==> config.mk <==
export PLATFORM = sky130hd
export DESIGN_NAME = mdu
export DESIGN_NICKNAME = d
export VERILOG_FILES = /design/src/rtl/mdu.sv
export SDC_FILE = /design/constraint.sdc
export NUM_CORES = 1
export LEC_CHECK = 0
export CELL_PAD_IN_SITES_DETAIL_PLACEMENT = 2
export CELL_PAD_IN_SITES_GLOBAL_PLACEMENT = 2
export CORE_ASPECT_RATIO = 1.1
export CORE_MARGIN = 4
export CORE_UTILIZATION = 32
export CTS_CLUSTER_SIZE = 20
export DETAILED_ROUTE_END_ITERATION = 12
export PLACE_DENSITY_LB_ADDON = 0.1
export SLEW_MARGIN = 30
export SYNTH_ARGS = -nofsm -noshare
export SYNTH_HDL_FRONTEND = slang
export SYNTH_SLANG_ARGS = --single-unit
export TNS_END_PERCENT = 10
==> constraint.sdc <==
create_clock -name clk_i -period 5.3 [get_ports clk_i]
set_input_delay 0.795 -clock clk_i [delete_from_list [all_inputs] [get_ports clk_i]]
set_output_delay 0.795 -clock clk_i [all_outputs]
set_load 0.03 [all_outputs]
==> src/rtl/mdu.sv <==
// Iterative RV32M/RV64M multiply/divide unit. One shared shift datapath runs one bit
// per cycle; operands are folded to magnitudes at accept and the sign is fixed at the end.
module mdu #(
    parameter int XLEN = 32
) (
    input  logic            clk_i,
    input  logic            rst_ni,
    input  logic            valid_i,
    output logic            ready_o,
    input  logic [2:0]      op_i,
    input  logic [XLEN-1:0] A_i,
    input  logic [XLEN-1:0] B_i,
    input  logic            flush_i,
    output logic            valid_o,
    input  logic            ready_i,
    output logic [XLEN-1:0] result_o
);
    localparam int CW = $clog2(XLEN);

    // Handshakes: issue transfers on posedge with valid_i && ready_o (and no flush_i);
    // writeback transfers on posedge with valid_o && ready_i. Neither valid waits on ready.
    typedef enum logic [1:0] {IDLE, CALC, DONE} state_e;

    state_e              state_q;
    logic [CW-1:0]       cnt_q;
    logic [2:0]          op_q;
    logic [XLEN-1:0]     d_q;
    logic [2*XLEN-1:0]   acc_q;
    logic                neg_q;
    logic                valid_q;
    logic [XLEN-1:0]     result_q;

    logic                a_signed, b_signed, a_neg, b_neg, sign_d;
    logic [XLEN-1:0]     a_mag, b_mag;
    logic                is_div, div_zero, div_ovf;
    logic [XLEN-1:0]     special_res;
    logic [XLEN:0]       mul_sum, div_shift, div_diff;
    logic [2*XLEN-1:0]   mul_next, div_next, acc_d, prod;
    logic [XLEN-1:0]     quo, rem, final_res;

    assign ready_o  = (state_q == IDLE);
    assign valid_o  = valid_q;
    assign result_o = result_q;

    always_comb begin
        a_signed = (op_i == 3'b001) || (op_i == 3'b010) || (op_i == 3'b100) || (op_i == 3'b110);
        b_signed = (op_i == 3'b001) || (op_i == 3'b100) || (op_i == 3'b110);
        a_neg    = a_signed && A_i[XLEN-1];
        b_neg    = b_signed && B_i[XLEN-1];
        a_mag    = a_neg ? -A_i : A_i;
        b_mag    = b_neg ? -B_i : B_i;
        // Remainders follow the dividend's sign; products and quotients the xor.
        sign_d   = (op_i[2] && op_i[1]) ? a_neg : (a_neg ^ b_neg);

        is_div   = op_i[2];
        div_zero = is_div && (B_i == '0);
        div_ovf  = is_div && !op_i[0] && (A_i == {1'b1, {(XLEN-1){1'b0}}}) && (&B_i);
        if (div_zero) special_res = op_i[1] ? A_i : '1;
        else          special_res = op_i[1] ? '0 : A_i;
    end

    always_comb begin
        mul_sum   = {1'b0, acc_q[2*XLEN-1:XLEN]} + (acc_q[0] ? {1'b0, d_q} : '0);
        mul_next  = {mul_sum, acc_q[XLEN-1:1]};
        div_shift = acc_q[2*XLEN-1:XLEN-1];
        div_diff  = div_shift - {1'b0, d_q};
        div_next  = div_diff[XLEN] ? {div_shift[XLEN-1:0], acc_q[XLEN-2:0], 1'b0}
                                   : {div_diff[XLEN-1:0],  acc_q[XLEN-2:0], 1'b1};
        acc_d     = op_q[2] ? div_next : mul_next;

        prod = neg_q ? -acc_d : acc_d;
        quo  = neg_q ? -acc_d[XLEN-1:0] : acc_d[XLEN-1:0];
        rem  = neg_q ? -acc_d[2*XLEN-1:XLEN] : acc_d[2*XLEN-1:XLEN];
        case (op_q)
            3'b000:                 final_res = prod[XLEN-1:0];
            3'b001, 3'b010, 3'b011: final_res = prod[2*XLEN-1:XLEN];
            3'b100, 3'b101:         final_res = quo;
            default:                final_res = rem;
        endcase
    end

    always_ff @(posedge clk_i) begin
        if (!rst_ni) begin
            state_q  <= IDLE;
            cnt_q    <= '0;
            op_q     <= '0;
            d_q      <= '0;
            acc_q    <= '0;
            neg_q    <= 1'b0;
            valid_q  <= 1'b0;
            result_q <= '0;
        end else if (flush_i) begin
            state_q <= IDLE;
            valid_q <= 1'b0;
        end else begin
            case (state_q)
                IDLE: if (valid_i) begin
                    op_q  <= op_i;
                    neg_q <= sign_d;
                    cnt_q <= CW'(XLEN-1);
                    // Multiply keeps the multiplier in the low half; divide keeps the dividend there.
                    d_q   <= is_div ? b_mag : a_mag;
                    acc_q <= {{XLEN{1'b0}}, (is_div ? a_mag : b_mag)};
                    if (div_zero || div_ovf) begin
                        result_q <= special_res;
                        valid_q  <= 1'b1;
                        state_q  <= DONE;
                    end else begin
                        state_q  <= CALC;
                    end
                end
                CALC: begin
                    acc_q <= acc_d;
                    if (cnt_q == '0) begin
                        result_q <= final_res;
                        valid_q  <= 1'b1;
                        state_q  <= DONE;
                    end else begin
                        cnt_q <= cnt_q - 1'b1;
                    end
                end
                DONE: if (ready_i) begin
                    valid_q <= 1'b0;
                    state_q <= IDLE;
                end
                default: begin
                    valid_q <= 1'b0;
                    state_q <= IDLE;
                end
            endcase
        end
    end
endmodule

==> run_results.csv <==
group,metric,value,unit
global_routing,grt_pass1_wl,132,mm
worst_setup_path,crit_start,"acc_q[56]",
synth,synth_top_area_cell,"dfxtp_1",
min_path,worstHoldStart,"d_q[4]",
cts,cts-root-buf,"clkbuf_16",
drt,drc,0,
synth,synth_edf_count,0,
worst_setup_path,required,5690,ps
global_routing,grt_max_degree,76,
synth,yosysWarnings,0,
worst_setup_path,cp_max_fo,9,
drt,dr.first_iter.drc_count,1238,
sta,min_period_over_period,0.952,
worst_setup_path,crit_path_end_kind,"register",
worst_setup_path,start_kind,"register",
synth,synth.cell_area,0.0164,sq mm
cts,cts_hold_buf,0,
power_and_ir_drop,pwr-share-seq,0.271,
synth,synth_top_area_frac,0.171,
placement,portBuffers,105,
cts,numClockSinks,140,
cts,cts_tree,"done",
sta,whs,472,ps
sta,relSlewSlack,0.363,
finish,synthToLayoutAreaGrowth,19.4,%
drt,post_drt_via_cell_ratio,6.15,
synth,ys_async_sr_fraction,0,
die,io_pins,106,
synth,ys_seq_elements,140,
synth,synth.avg_cell_area,6.97,sq um
synth,synth_fp_nets,2500,
worst_setup_path,crit_path_end,"result_o[26]",
cts,clock_latency,480,ps
cts,htreeDepth,4,
finish,nNetsFinal,2599,
finish,final_core_util,0.388,
flow_run,drv_cap,0,
placement,gp_congestion,0.893,
worst_setup_path,worstPathArrival,5430,ps
die,num_rows,86,
run_status,status,"completed",
synth,ys_types,109,
power_and_ir_drop,sw_frac_of_total,0.398,
die,core_area,0.0505,sq mm
finish,drive_gt1_frac,0.110,
sta,clock.fmax,198,MHz
cts,cts_buffers,17,
power_and_ir_drop,totalPowerFinal,4270,uW
worst_setup_path,worstReg2RegStart,"acc_q[56]",
worst_setup_path,path_class,"register to register",
power_and_ir_drop,p_int,2570,uW
finish,finalInstanceArea,0.0196,sq mm
die,die_w,224,um
drt,drt-total-wl,88.6,mm
die,die_area,0.0550,sq mm
drt,first_pass_iters,5,
power_and_ir_drop,p_switching,1700,uW
power_and_ir_drop,pwr-share-clk,0.339,
sta,rsz0062_at_grt,"yes",
finish,n_antenna_cell,0,
placement,place_area,0.0188,sq mm
sta,drv_slew,0,
sta,skew,15.2,ps
die,initial_core_util,0.325,
worst_setup_path,worstRegToRegCells,20,
synth,synth_area_leaders,"dfxtp_1, nor2_1, a21oi_1",
power_and_ir_drop,leakagePower,0.00733,uW
synth,yosys_most_used_dff,"dfxtp_1",
global_routing,grt_pass1_vias,20400,
global_routing,grt_usage,0.314,
synth,postSynthCellCount,2355,
global_routing,antenna_found_initial,0,
power_and_ir_drop,combPwrFrac,0.390,
synth,synth_seq_area_share,0.171,
drt,avgRoutedWirePerCell,28.3,um
global_routing,grt_overflow_total,0,
power_and_ir_drop,power_per_cell_area,218,mW/mm^2
sta,tightestPinTransition,949,ps
sta,fin_crit,5040,ps
drt,antenna_left,0,
power_and_ir_drop,vdd_drop_max,0.264,mV
worst_setup_path,r2r_setup_slack,260,ps
cts,cts.path.max_buffers,2,
die,dieHeight,246,um
sta,setup_tns,0,ps
sta,finalSetupViolCount,0,
min_path,min_path_type,"register to register",
placement,place_hpwl,70.2,mm
cts,clkTransAtPathRegs,70,ps
worst_setup_path,worstReg2RegEnd,"result_o[26]",
drt,via_count,19200,
sta,hold_viol,0,
[kinds of logic after synthesis]
logic type / after synthesis / share of synthesized area
buf+inv: 235 / 0.0583
simple gates: 901 / 0.265
compound gates: 764 / 0.313
mux: 65 / 0.0403
fa+ha+maj: 97 / 0.0712
xor+xnor: 153 / 0.0816
flops: 140 / 0.171
[power by group through the flow]
stage	sequential, uW	clock (uW)	combinational, uW
2_1_floorplan	1170	0	960
3_3_place_gp	1180	0	1560
3_5_place_dp	1180	0	1610
4_1_cts	1160	1460	1620
5_1_grt	1160	1510	1770
6_report	1160	1450	1670
[worst max-delay path, cell delays in order (launching register included)]
cell and delay (ps):
dfxtp_1 450, ha_2 390, a21oi_2 200, o21ai_0 180, a311oi_4 380, o21bai_4 170
nor3_4 210, nor2_2 80, a21boi_4 160, ha_2 200, o21ai_1 100, or4_4 560
or3_1 380, or2_1 240, buf_4 160, and2_1 200, buf_4 180, nor4_2 270
mux2_2 200, nor2_1 40, nor3_1 210
[layout by cell type (no fill, tap or decap), types with 69 or more instances in the layout]
cell and count:
nor2_1 283, clkdlybuf4s50_1 104, dfxtp_1 138, o21ai_0 130
nor3_1 92, xnor2_1 84, a21oi_1 199, xor2_1 69
buf_4 130, inv_1 71, nand2_1 227
[registers in the layout (all words and copies together), names as in the netlist]
name	count
valid_o	1
acc_q	64
cnt_q	5
result_o	32
state_q	2
neg_q	1
d_q	32
op_q	3
[synth_stat cells, types with 11 or more instances]
cell and n:
o211ai_1 58, dfxtp_1 140, o41ai_1 11, or4_1 12, nand2b_1 29, xnor2_1 84
nor4_1 30, a21oi_1 203, nor2_1 286, or3_1 24, inv_1 72, clkbuf_1 110
and2_1 49, o21ai_0 134, nor3_1 93, buf_2 29, maj3_1 24, xor2_1 69
nand4_1 30, o31ai_1 28, a221oi_1 11, ha_1 71, o311a_1 14, a31oi_1 33
a21o_1 28, a211oi_1 64, buf_1 13, nand2_1 228, o21a_1 19, nand3_1 49
mux2i_1 59, a22oi_1 30
[metrics by stage]
| step | worst slack, ps | std cells |
|---|---|---|
| 6_report | 255 | 3127 |
| 5_1_grt | -21.6 | 3127 |
| 4_1_cts | 30.4 | 3126 |
| 3_5_place_dp | -35.7 | 3094 |
| 3_3_place_gp | 22.8 | 3093 |
| 2_1_floorplan | 2.44 | 2355 |
[routing by layer]
layer  part of all wire  track usage
met5                  0            0
met4              0.050        0.140
met3              0.034       0.0300
met2               0.48        0.543
met1               0.43        0.396
[area by class of cell]
class	count	area [sq um]
clock buffers	23	488
clock inverters	9	183
fillers	5954	30900
inverters	75	284
multi-input cells	1980	12900
flip-flops and latches	140	2810
well taps	660	826
repair buffers	240	2130
[how the worst min path moves through the flow]
stage             endpoint  slack, ps  depth (start not counted)
4_1_cts             d_q[4]        470                          2
3_5_place_dp   result_o[0]        460                          2
5_1_grt            d_q[13]        490                          2
3_3_place_gp        d_q[9]        450                          2
6_report            d_q[4]        470                          2
2_1_floorplan       d_q[2]        440                          2
[timing repair]
item,in CTS,in global routing
setup endpoints to repair,0,18
resized for setup,0,33
buffers inserted,0,1
hold endpoints to repair,0,0
(Power assumes the default switching activity.)
